File: src/rtl/namuru_pkg.sv
// namuru_pkg
// Shared definitions for the Namuru time base.
//   TIC_W_DEF / ACCUM_W_DEF : default divider/counter widths
//   DIV_RST_ALL             : all-ones reset pattern. Each user slices this
//                             pattern to its own width to get the divider
//                             and counter reset value.
package namuru_pkg;

  localparam int TIC_W_DEF   = 24;
  localparam int ACCUM_W_DEF = 24;

  // Wide enough for any supported counter width (up to 64 bits)
  localparam logic [63:0] DIV_RST_ALL = {64{1'b1}};

endpackage : namuru_pkg

File: src/rtl/namuru_div_counter.sv
// namuru_div_counter
// Reloading down-counter with a shadow divider register and a registered
// one-cycle pulse output.
//   i_clk        : clock
//   i_rst_n      : asynchronous active-low reset
//   i_sample_en  : the counter advances only when this is high
//   i_cfg_load   : captures i_divide into the shadow register and the counter.
//                  It has priority over counting and suppresses the pulse.
//   i_divide     : new divider value, used only while i_cfg_load is high
//   o_pulse      : one-cycle pulse, one cycle after a sample taken at count 0
//   o_count      : live counter value
module namuru_div_counter
  import namuru_pkg::*;
#(
  parameter int W = TIC_W_DEF
) (
  input  logic         i_clk,
  input  logic         i_rst_n,
  input  logic         i_sample_en,
  input  logic         i_cfg_load,
  input  logic [W-1:0] i_divide,
  output logic         o_pulse,
  output logic [W-1:0] o_count
);

  localparam logic [W-1:0] RST_VAL = DIV_RST_ALL[W-1:0];
  localparam logic [W-1:0] ONE     = W'(1'b1);

  logic [W-1:0] r_div_q;
  logic [W-1:0] r_count;
  logic         r_pulse;
  logic         w_zero;

  assign w_zero = (r_count == {W{1'b0}});

  // Shadow divider, counter and pulse register
  always_ff @(posedge i_clk or negedge i_rst_n) begin
    if (!i_rst_n) begin
      r_div_q <= RST_VAL;
      r_count <= RST_VAL;
      r_pulse <= 1'b0;
    end else if (i_cfg_load) begin
      // A load restarts the period, so a pending zero-count sample is dropped
      r_div_q <= i_divide;
      r_count <= i_divide;
      r_pulse <= 1'b0;
    end else if (i_sample_en) begin
      if (w_zero) begin
        r_count <= r_div_q;
        r_pulse <= 1'b1;
      end else begin
        r_count <= r_count - ONE;
        r_pulse <= 1'b0;
      end
    end else begin
      r_pulse <= 1'b0;
    end
  end

  assign o_pulse = r_pulse;
  assign o_count = r_count;

endmodule : namuru_div_counter

File: src/rtl/namuru_time_base.sv
// namuru_time_base
// Time base for the Namuru GPS correlator. It counts front-end sample strobes
// and produces the measurement TIC pulse and the accumulation dump pulse. It
// also holds the sticky accumulation interrupt flags.
//   gps_rec_clk  : receiver sample clock
//   sys_rst_n    : asynchronous active-low reset
//   sample_en    : one-cycle strobe per valid sample
//   tic_divide   : TIC period minus one, in samples (captured on cfg_load)
//   accum_divide : accumulation period minus one, in samples (captured on cfg_load)
//   cfg_load     : captures both dividers and restarts both counters
//   int_clear    : clears accum_int and int_overrun
//   tic_enable   : one-cycle TIC pulse
//   accum_enable : one-cycle accumulation dump pulse
//   accum_int    : sticky, set by every dump
//   int_overrun  : sticky, set when a dump arrives while accum_int is set
//   tic_count    : live TIC down-counter
// Build option: when NAMURU_ACCUM_INT_EN is defined, the interrupt flags are
// built. Otherwise both flags read 0 and int_clear is ignored.
module namuru_time_base
  import namuru_pkg::*;
#(
  parameter int TIC_W   = TIC_W_DEF,
  parameter int ACCUM_W = ACCUM_W_DEF
) (
  input  logic               gps_rec_clk,
  input  logic               sys_rst_n,
  input  logic               sample_en,
  input  logic [TIC_W-1:0]   tic_divide,
  input  logic [ACCUM_W-1:0] accum_divide,
  input  logic               cfg_load,
  input  logic               int_clear,
  output logic               tic_enable,
  output logic               accum_enable,
  output logic               accum_int,
  output logic               int_overrun,
  output logic [TIC_W-1:0]   tic_count
);

  logic [ACCUM_W-1:0] w_accum_count_unused;

  namuru_div_counter #(.W(TIC_W)) u_tic (
    .i_clk       (gps_rec_clk),
    .i_rst_n     (sys_rst_n),
    .i_sample_en (sample_en),
    .i_cfg_load  (cfg_load),
    .i_divide    (tic_divide),
    .o_pulse     (tic_enable),
    .o_count     (tic_count)
  );

  namuru_div_counter #(.W(ACCUM_W)) u_accum (
    .i_clk       (gps_rec_clk),
    .i_rst_n     (sys_rst_n),
    .i_sample_en (sample_en),
    .i_cfg_load  (cfg_load),
    .i_divide    (accum_divide),
    .o_pulse     (accum_enable),
    .o_count     (w_accum_count_unused)
  );

`ifdef NAMURU_ACCUM_INT_EN
  logic r_accum_int;
  logic r_int_overrun;

  // Sticky interrupt flags. A dump wins over a clear in the same cycle.
  always_ff @(posedge gps_rec_clk or negedge sys_rst_n) begin
    if (!sys_rst_n) begin
      r_accum_int   <= 1'b0;
      r_int_overrun <= 1'b0;
    end else if (accum_enable) begin
      r_accum_int <= 1'b1;
      // With a simultaneous clear, overrun keeps its current value
      if (r_accum_int && !int_clear) begin
        r_int_overrun <= 1'b1;
      end else begin
        r_int_overrun <= r_int_overrun;
      end
    end else if (int_clear) begin
      r_accum_int   <= 1'b0;
      r_int_overrun <= 1'b0;
    end else begin
      r_accum_int   <= r_accum_int;
      r_int_overrun <= r_int_overrun;
    end
  end

  assign accum_int   = r_accum_int;
  assign int_overrun = r_int_overrun;
`else
  logic w_unused_int_clear;
  assign w_unused_int_clear = int_clear;
  assign accum_int          = 1'b0;
  assign int_overrun        = 1'b0;
`endif

endmodule : namuru_time_base

File: config.mk
export PLATFORM = sky130hd
export DESIGN_NAME = namuru_time_base
export DESIGN_NICKNAME = d
export VERILOG_FILES = /design/src/rtl/namuru_pkg.sv /design/src/rtl/namuru_div_counter.sv /design/src/rtl/namuru_time_base.sv
export SDC_FILE = /design/constraint.sdc
export NUM_CORES = 1
export LEC_CHECK = 0
export ABC_AREA = 1
export CAP_MARGIN = 20
export CORE_MARGIN = 2
export CORE_UTILIZATION = 33
export CTS_CLUSTER_DIAMETER = 40
export DETAILED_ROUTE_END_ITERATION = 8
export PLACE_DENSITY_LB_ADDON = 0.05
export SLEW_MARGIN = 25
export SYNTH_ARGS = -nofsm -noshare
export SYNTH_HDL_FRONTEND = slang
export SYNTH_HIERARCHICAL = 1
export SYNTH_SLANG_ARGS = --single-unit
export TNS_END_PERCENT = 30
File: constraint.sdc
create_clock -name gps_rec_clk -period 2.2 [get_ports gps_rec_clk]
set_input_delay 0.44 -clock gps_rec_clk [delete_from_list [all_inputs] [get_ports gps_rec_clk]]
set_output_delay 0.44 -clock gps_rec_clk [all_outputs]
set_load 0.005 [all_outputs]
After elaboration in Yosys (flattened, before gate mapping)
Index checks and enable logic that the tools add are counted.
Word-level totals
  flip-flop bits (word level): 98
  input bits: 53
  word-level logic and storage cells: 23
Operators by class
  $add $sub $neg: 2
  multiplexer cells: 12
  reductions and logical operators: 3
Operators by type and width (number)
  two-way mux 24 bit: 6
  logical NOT 24 bit: 2
  subtractor 24 x 1 -> 24 bit, second input constant: 2
  two-way mux 1 bit: 6
  nonzero test 2 bit: 1

Logic depth before layout (Yosys ltp)
  word-level depth: 4
  mapped depth: 11
  mapped depth without buffers: 11

Cells and area by module
The synthesis kept the hierarchy.
By module, submodules not included
  namuru_div_counter at u_tic: instances 1, cells an instance 404, area an instance 3076.7 um^2, sequential area each 1286.2 um^2
  namuru_div_counter at u_accum: instances 1, cells an instance 393, area an instance 2976.6 um^2, sequential area each 1286.2 um^2
  namuru_time_base: instances 1, cells an instance 3, area an instance 18.8 um^2, sequential area each 0.0 um^2

Least setup slack after synthesis
No wires, ideal clock.
  path type: reg-to-reg
  start: register u_tic.r_count[0], in the netlist u_tic/o_count[0]
  end: register u_tic.r_count[18], in the netlist u_tic/o_count[18]
  arrival time: 1476 ps
  required time: 2132 ps
  slack: 655 ps
  stages on the path, launching flop included: 9
  buffers on the path: 0
  cell sequence: dfstp_2 inv_1 ha_1 nand2_2 nor2_1 nand4_1 nand3_2 nand2_1 a21oi_2
On the way
  longest elaborated chain between the ends: 4
  elaborated cells on any way between the ends: 5
  those cells by class: add/sub (1); mux (3); reduce/logical (1)
Ends and longest elaborated chain
  from (decl): line namuru_div_counter.sv:30  | logic [W-1:0] r_count;
  from (signal assigned): line namuru_div_counter.sv:45  | r_count <= i_divide;
  from (signal assigned): line namuru_div_counter.sv:49  | r_count <= r_div_q;
  from (signal assigned): line namuru_div_counter.sv:52  | r_count <= r_count - ONE;
  subtractor 24 x 1 -> 24 bit / logical NOT 24 bit (equally long branches): line namuru_div_counter.sv:52, namuru_div_counter.sv:34
  two-way mux 24 bit *: line namuru_div_counter.sv:48  | if (w_zero) begin
  two-way mux 24 bit *: line namuru_div_counter.sv:47  | end else if (i_sample_en) begin
  two-way mux 24 bit *: line namuru_div_counter.sv:42  | end else if (i_cfg_load) begin
Mark *: on every way between the ends. The rest lies on a longest branch, timed or not. The select of a mux whose other input is x is not followed.
A chain may end at the register's enable or synchronous reset.

Worst setup path after layout
  start: register u_tic.r_count[15], in the netlist u_tic/o_count[15]
  end: output port tic_count[15]
RTL lines
  to (decl): line namuru_time_base.sv:36  | output logic [TIC_W-1:0] tic_count
No word-level cell between the ends.

==> run metrics <==
Buf+Inv Stages, Crit Path=1; vias per cell=about 4.9; post-CTS setup buffer count=0; Pre-Repair DR Iteration Count=4; DR vias=5510; TritonCTS Buffers=9; crit-path leading delay family=flip-flops; Critical-path top delay cell=dfstp_2; vias in the first global route=5567; fin util=0.4164; die height=139.6 um; Critical Path Fanout Max=6; IO Pins=slightly above 80; Synth Warn #=6; CTS root buf=clkbuf_16; fin crit share=0.9061; share of cells above drive strength 1=0.2393; setup violators final=0; drt total wl=17.78 mm; critical path class=reg -> out; largest net degree at the start of global routing=44; core area=around 18000 um2; clock sinks=98; Avg Inst Size Synth=7.590 um2; status=complete, no violations; CTS resizes=0; measured slew at the worst slew-check pin=around 530 ps; grt ovf=0; port buffer count=77; crit start category=flop; die width=approximately 140 um; initial antenna violation count=0; Routed wire per std cell=between 15 and 20 um; Cell Area, Synth=between 6000 and 7000 um2; H-tree Lvls=3; die area=a little under 20000 um2; top area cells in the synthesized netlist=dfstp_2 42%, nand2_1 15%, nand3_1 5.0%, inv_1 4.3%, nor2_1 4.1%; global-route wire length before repair=between 20 and 30 mm; # rows=49; RSZ-0062 raised after global routing=false; CP required=1760 ps; Starting Density=0.3369; number of max-slew violations in the final report=0; Worst path max stage delay=around 650 ps; antenna diode count=0; synthesis-stage register bit count=about 100; 1st-iter DRT viols=307; worst slew margin relative to its limit=0.6485; nets=around 940; Synth area leader=dfstp_2; max_cap viols=0; pwr/cell area=700.9 nW/um2; leakage=approximately 3.3 nW; highest clock rate=about 0.5 GHz; TritonCTS clock tree=yes; ANT nets after route=0; Setup Skew=10.01 ps; Post-Syn Instances=800; cts hold-fix bufs=0; Final Hold Viols=0; Seq/Total Area, Yosys=0.4237; maximum vdd drop=0.0003795 V; final RePlAce weighted congestion=roughly 0.9; clock transition at the registers of the reported paths=roughly 60 ps; clk buf depth=2; setup tns final=0 ps; Synth top area share=0.4154; CP Cell Sequence=clkdlybuf4s50_1; Unique masters post-synth=41; drt drc=0; Tot GR Track Use=0.1861; Clk Latency, worst-skew pair=between 300 and 400 ps; DP Wirelength=around 13 mm; critical path arrival=1550 ps; HP Class=in -> async; fin crit period=around 2000 ps; area delta synth->final=23.59%; CP endpoint kind=output port
-- cell usage after synthesis (all sizes together) --
cell type and count:
a21boi 10, nand3 74, dfrtp 2, nand3b 7, nor2b 2, dfstp 96
conb 1, nand2 262, or2 2, a21oi 36, xor2 7, clkbuf 13
inv 72, nor2 99, o211ai 7, a22oi 1, o21ai 59, ha 4
clkinv 2, nand4 17, o21bai 10, buf 14, xnor2 2, nor3 1
-- worst paths after layout --
path	start	to	slack, ps	cells past startpoint
worst max-delay path	u_tic/o_count[15]	tic_count[15]	210	1
worst min-delay path	sys_rst_n	u_accum/o_pulse	80	1
worst max register to register	u_tic/o_count[0]	u_tic/o_count[22]	370	8
worst min register to register	u_tic/r_div_q[1]	u_tic/r_div_q[1]	460	2
max in group asynchronous	sys_rst_n	u_tic/r_div_q[12]	1510	2
min in group gps_rec_clk	u_tic/r_div_q[1]	u_tic/r_div_q[1]	460	2
-- metrics by stage --
step / setup WS [ps] / instances / hold WS (ps) / total power [mW] / area [um2]
finish: 206.6 / 1115 / 84.03 / 5.260 / 7505
global route: 151.5 / 1115 / 103.9 / 5.578 / 7505
detailed placement: 221.9 / 1099 / 454.1 / 3.455 / 7163
CTS: 162.6 / 1115 / 75.50 / 5.347 / 7505
global placement: 251.5 / 1099 / 451.7 / 3.439 / 7163
floorplan: 655.5 / 801 / 144.4 / 2.956 / 6076
-- cell usage in the layout (no fill, tap or decap), drive strengths merged --
master,count
a21boi,10
a21oi,36
a22oi,1
buf,21
bufinv,3
clkbuf,9
clkdlybuf4s50,75
clkinv,4
clkinvlp,1
conb,2
dfrtp,2
dfstp,96
ha,4
inv,73
nand2,262
nand3,74
nand3b,7
nand4,17
nor2,99
nor2b,2
nor3,1
o211ai,7
o21ai,59
o21bai,10
or2,2
xnor2,2
xor2,7
-- kinds of logic (layout without fill, tap and decap cells) --
group           after synthesis  in the layout  share of synthesized area
fa+ha+maj                     4              4                   0.008243
flops                        98             98                     0.4237
other cells                   1              2                  0.0006176
simple gates                464            464                     0.3620
xor+xnor                      9              9                    0.01298
buf+inv                     101            186                    0.07130
compound gates              123            123                     0.1212
-- power by group --
group	leakage (nW)	internal [mW]	total, mW	switching [mW]
Sequential	1.04	2.13	2.34	0.215
Combinational	2.12	0.471	1.08	0.605
Clock	0.166	1.11	1.84	0.728
Total	3.33	3.71	5.26	1.55
-- routing by layer --
metal,global-route usage,routed length (um),vias up
li1,-,-,2743
met1,0.2277,7583,2613
met2,0.3269,9019,123
met3,0.03820,694,31
met4,0.06263,479,0
met5,0,0,-
-- flip-flops by register name, summed over array words and instances (netlist names) --
| name | flops |
|---|---|
| u_tic/o_pulse | 1 |
| u_tic/r_div_q | 24 |
| u_accum/o_pulse | 1 |
| u_accum/r_div_q | 24 |
| u_tic/o_count | 24 |
| u_accum/o_count | 24 |
-- final cells by class --
type / instances / area (um2)
fillers: 1887 / 10520
multi-input cells: 602 / 3070
flip-flops and latches: 98 / 2572
repair buffers: 96 / 955.9
well taps: 229 / 286.5
inverters: 74 / 277.8
clock buffers: 9 / 225.2
clock inverters: 7 / 116.4
Note: power is estimated with default switching activity, not from simulation.
